### src/rtl/keypad_key_fifo.sv
// keypad_key_fifo: queue between the keypad debouncer and the keypad controller.
// Each rising edge of key_valid queues one 4-bit key code. The controller
// drains the queue through a valid/ready handshake.
//
// Optional feature: define KEY_FIFO_AUTOREPEAT_EN to enable auto-repeat of a
// held key (first repeat after REPEAT_DELAY cycles, then every REPEAT_PERIOD).
//
// Ports:
//   clk            system clock (3 MHz)
//   reset          synchronous active-high reset
//   key_valid      debounced key-held level
//   key_code       decoded key code, stable while key_valid=1
//   key_out        code at the queue head (don't-care when empty)
//   key_out_valid  queue non-empty
//   key_out_ready  consumer accepts the head this cycle
//   count          occupied entries
//   full           count == DEPTH
//   overflow       sticky: a press was dropped because the queue was full
module keypad_key_fifo #(
  parameter int unsigned DEPTH         = 4,
  parameter int unsigned REPEAT_DELAY  = 1500000,
  parameter int unsigned REPEAT_PERIOD = 300000
) (
  input  logic                     clk,
  input  logic                     reset,
  input  logic                     key_valid,
  input  logic [3:0]               key_code,
  output logic [3:0]               key_out,
  output logic                     key_out_valid,
  input  logic                     key_out_ready,
  output logic [$clog2(DEPTH):0]   count,
  output logic                     full,
  output logic                     overflow
);

  localparam int unsigned PW = $clog2(DEPTH);
  localparam int unsigned CW = PW + 1;

  // Elaboration-time sanity checks on the configuration.
  if (DEPTH < 2 || (DEPTH & (DEPTH - 1)) != 0) begin : g_bad_depth
    $error("keypad_key_fifo: DEPTH must be a power of two >= 2");
  end
  if (REPEAT_DELAY < 1 || REPEAT_PERIOD < 1) begin : g_bad_repeat
    $error("keypad_key_fifo: REPEAT_DELAY and REPEAT_PERIOD must be >= 1");
  end

  logic           key_valid_q, key_valid_d;
  logic [PW-1:0]  wr_ptr_q, wr_ptr_d;
  logic [PW-1:0]  rd_ptr_q, rd_ptr_d;
  logic [CW-1:0]  count_q, count_d;
  logic           overflow_q, overflow_d;
  logic [3:0]     mem_q [DEPTH];

  logic           press;
  logic           rep_tick;
  logic           push_req;
  logic           pop;
  logic           push_acc;

`ifdef KEY_FIFO_AUTOREPEAT_EN
  localparam int unsigned RMAX = (REPEAT_DELAY > REPEAT_PERIOD) ? REPEAT_DELAY : REPEAT_PERIOD;
  localparam int unsigned RW   = $clog2(RMAX + 1);

  logic [RW-1:0]  rep_cnt_q, rep_cnt_d;
  logic           rep_armed_q, rep_armed_d;

  // The counter restarts from zero after every tick; rep_armed selects
  // the initial delay or the repeat period as the terminal count.
  always_comb begin
    rep_cnt_d   = '0;
    rep_armed_d = 1'b0;
    rep_tick    = 1'b0;
    if (key_valid && key_valid_q) begin
      rep_armed_d = rep_armed_q;
      if (rep_cnt_q == (rep_armed_q ? RW'(REPEAT_PERIOD - 1) : RW'(REPEAT_DELAY - 1))) begin
        rep_tick    = 1'b1;
        rep_cnt_d   = '0;
        rep_armed_d = 1'b1;
      end else begin
        rep_cnt_d = rep_cnt_q + 1'b1;
      end
    end
  end

  always_ff @(posedge clk) begin
    if (reset) begin
      rep_cnt_q   <= '0;
      rep_armed_q <= 1'b0;
    end else begin
      rep_cnt_q   <= rep_cnt_d;
      rep_armed_q <= rep_armed_d;
    end
  end
`else
  always_comb begin
    rep_tick = 1'b0;
  end
`endif

  always_comb begin
    key_valid_d   = key_valid;
    press         = key_valid & ~key_valid_q;
    push_req      = press | rep_tick;
    key_out_valid = (count_q != '0);
    full          = (count_q == CW'(DEPTH));
    pop           = key_out_valid & key_out_ready;
    push_acc      = push_req & (~full | pop);

    wr_ptr_d   = push_acc ? wr_ptr_q + 1'b1 : wr_ptr_q;
    rd_ptr_d   = pop      ? rd_ptr_q + 1'b1 : rd_ptr_q;
    overflow_d = overflow_q | (push_req & ~push_acc);

    count_d = count_q;
    case ({push_acc, pop})
      2'b10:   count_d = count_q + 1'b1;
      2'b01:   count_d = count_q - 1'b1;
      default: count_d = count_q;
    endcase

    key_out  = mem_q[rd_ptr_q];
    count    = count_q;
    overflow = overflow_q;
  end

  always_ff @(posedge clk) begin
    if (reset) begin
      // Held key through reset must not look like a fresh press.
      key_valid_q <= 1'b1;
      wr_ptr_q    <= '0;
      rd_ptr_q    <= '0;
      count_q     <= '0;
      overflow_q  <= 1'b0;
    end else begin
      key_valid_q <= key_valid_d;
      wr_ptr_q    <= wr_ptr_d;
      rd_ptr_q    <= rd_ptr_d;
      count_q     <= count_d;
      overflow_q  <= overflow_d;
    end
  end

  // Storage is not reset; only written on accepted pushes.
  always_ff @(posedge clk) begin
    if (!reset && push_acc) begin
      mem_q[wr_ptr_q] <= key_code;
    end
  end

endmodule

### config.mk
export PLATFORM = sky130hd
export DESIGN_NAME = keypad_key_fifo
export DESIGN_NICKNAME = d
export VERILOG_FILES = /design/src/rtl/keypad_key_fifo.sv
export SDC_FILE = /design/constraint.sdc
export NUM_CORES = 1
export LEC_CHECK = 0
export CORE_MARGIN = 2
export CORE_UTILIZATION = 35
export DETAILED_ROUTE_END_ITERATION = 10
export GPL_TIMING_DRIVEN = 0
export PLACE_DENSITY_LB_ADDON = 0.25
export SYNTH_ARGS = -nofsm -noshare
export SYNTH_HDL_FRONTEND = slang
export SYNTH_SLANG_ARGS = --single-unit
### constraint.sdc
create_clock -name clk -period 2.5 [get_ports clk]
set_input_delay 0.375 -clock clk [delete_from_list [all_inputs] [get_ports clk]]
set_output_delay 0.375 -clock clk [all_outputs]
set_load 0.02 [all_outputs]
==> flow_summary.json <==
{
  "rows": 20,
  "pin_count": 18,
  "cp-end-kind": "output port",
  "die_area_sq_um": 3770,
  "synth_seq_area_share_pct": 60.7,
  "r2r_setup_slack_ns": 0.51,
  "synth_cell_type_count": 26,
  "clk_pin_slew_ns": 0.15,
  "start_util_pct": 37.2,
  "ctsResizeCount": 0,
  "cts_sinks": 27,
  "fp.dieH_um": 61.4,
  "final_cell_count_no_fill": 149,
  "cp.required_ns": 2.12,
  "fin_nets": 119,
  "crit_fanout": 4,
  "syn-num-nets": 97,
  "max-cap-violations": 0,
  "track_usage_pct": 11.5,
  "die_w_um": 61.4,
  "grt_pass1_vias": 667,
  "overflow": 0,
  "h-tree-depth": 1,
  "numCtsBuffers": 3,
  "timing.critical_path.from_type": "register",
  "period_needed_ns": 2.30,
  "hp-class": "reg -> reg",
  "tritoncts": "built",
  "met3_length_um": 57,
  "p_leak_uw": 0.000490,
  "tns_ns": 0,
  "vias_per_cell": 4.51,
  "drtIter0Drc": 10,
  "vias": 672,
  "utilization_pct": 45.4,
  "core_area_sq_um": 3100,
  "slew_violations": 0,
  "worst_slack_ns": 0.197,
  "status": "finished, final reports clean",
  "hold_viol": 0,
  "routedWlPerCell_um": 12.6,
  "synth_area_sq_um": 1150,
  "peakVddDrop_mv": 0.333,
  "drive_gt1_share_pct": 11.4,
  "top_layer_used": "met4",
  "rsz0062_at_grt": "no",
  "root_buffer": "clkbuf_4",
  "cts_setup_buffers": 0,
  "hold_buffers": 0,
  "n_antenna_cell": 0,
  "routed_wl_um": 1880,
  "syn-instance-count": 84,
  "worstSetupPathType": "reg -> out",
  "ant_nets": 0,
  "period_share_pct": 92.1,
  "clock_latency_ns": 0.32,
  "worstMarginPinSlew_ns": 0.484,
  "place_congestion": 0.745,
  "grt_pass1_wl_um": 3070,
  "slew-limit-headroom_pct": 67.6,
  "hpwl_um": 1430,
  "ys_warn_count": 0,
  "place_inst": 145,
  "post-place-ws_ns": 0.0759,
  "grt_max_degree": 17,
  "clock_skew_ns": 0.0117,
  "wl_met2_um": 916,
  "powerDensity_nw_per_um2": 786,
  "antenna_found_initial": 0,
  "area_delta_synth_final_pct": 22.1,
  "first_pass_iters": 4,
  "crit_arrival_ns": 1.93,
  "finalSetupViolCount": 0,
  "synth_seq_cells": 27,
  "drt-met1-wl_um": 885,
  "portBuffers": 17,
  "syn_avg_cell_area_sq_um": 13.7,
  "clock.fmax_ghz": 0.434,
  "ctsLongestPathBuffers": 2,
  "drc": 0
}
==> critical path, cell delays in order (launching register included) <==
cell and delay [ns]:
dfxtp_1 0.51, mux4_2 0.54, clkdlybuf4s50_1 0.55
==> synth_stat cells <==
library cell / number / area (sq um)
a221oi_2: 1 / 15.0
mux2_4: 1 / 15.0
nor2_2: 1 / 6.26
ha_1: 4 / 50.1
edfxtp_1: 16 / 480
xnor2_1: 3 / 26.3
nand2_1: 2 / 7.51
fa_1: 1 / 20.0
xor2_1: 1 / 8.76
or3_1: 1 / 6.26
o31a_1: 1 / 8.76
mux4_2: 4 / 90.1
or2_1: 1 / 6.26
nor2b_1: 1 / 6.26
dfxtp_1: 11 / 220
a21oi_2: 1 / 8.76
mux2_1: 2 / 22.5
nand2b_1: 1 / 6.26
mux2i_1: 1 / 10.0
inv_1: 5 / 18.8
and2b_1: 2 / 15.0
and2_1: 5 / 31.3
nor2_1: 14 / 52.6
and3_1: 1 / 6.26
a31oi_1: 2 / 12.5
clkbuf_1: 1 / 3.75
==> kinds of logic (layout without fill, tap and decap cells) <==
group,after synthesis,in the layout,synth area share [%]
and+or+nand+nor,29,29,12.5
DFF,27,27,60.7
adders and majority gates,5,5,6.07
muxes,8,8,11.9
AOI/OAI and AO/OA,5,5,3.90
xor gates and xnor gates,4,4,3.03
buffers and inverters,6,27,1.95
==> where the power goes <==
| part | internal (uW) | switching, uW |
|---|---|---|
| logic | 194 | 178 |
| clock network | 61.1 | 128 |
| registers | 503 | 45.5 |
| total | 758 | 351 |
==> cells in the final DEF, fill, tap and decap left out, types with 2 or more instances in the layout <==
master           instances
a31oi_1                  2
and2_1                   5
and2b_1                  2
clkbuf_4                 3
clkdlybuf4s50_1         17
dfxtp_1                 11
edfxtp_1                16
ha_1                     4
inv_1                    5
mux2_1                   2
mux4_2                   4
nand2_1                  2
nor2_1                  14
xnor2_1                  3
==> final timing paths <==
| path | startpoint | to | cells past startpoint |
|---|---|---|---|
| max reg2reg | count[2] | count[2] | 6 |
| max | register | key_out[1] | 2 |
| min | overflow | overflow | 2 |
| min reg2reg | overflow | overflow | 2 |
==> metal layers <==
metal / up-vias / GRT usage (%)
met3: 2 / 3.78
met4: 0 / 3.65
met1: 326 / 14.7
met5: - / 0
li1: 334 / -
met2: 10 / 18.5
==> state kept, by name, summed over array words and instances (netlist names), named ones only <==
name / count
mem_q: 16
count: 3
rd_ptr_q: 2
wr_ptr_q: 2
key_valid_q: 1
overflow: 1
==> metrics by stage <==
| stage | power (uW) | cell area, sq um | hold WS, ns |
|---|---|---|---|
| global placement | 923 | 1380 | 0.459 |
| floorplan | 785 | 1150 | 0.474 |
| CTS | 1120 | 1410 | 0.500 |
| global route | 1180 | 1410 | 0.540 |
| detailed placement | 933 | 1380 | 0.463 |
| finish | 1110 | 1410 | 0.493 |
==> cell type report <==
| class | count | area [sq um] |
|---|---|---|
| Fill cell | 305 | 1690 |
| Sequential cell | 27 | 701 |
| Multi-Input combinational cell | 51 | 432 |
| Timing Repair Buffer | 17 | 170 |
| Tap cell | 44 | 55.1 |
| Clock buffer | 3 | 22.5 |
| Inverter | 5 | 18.8 |
| Clock inverter | 1 | 7.51 |
| Buffer | 1 | 3.75 |
Power figures use the tool's default switching activity.
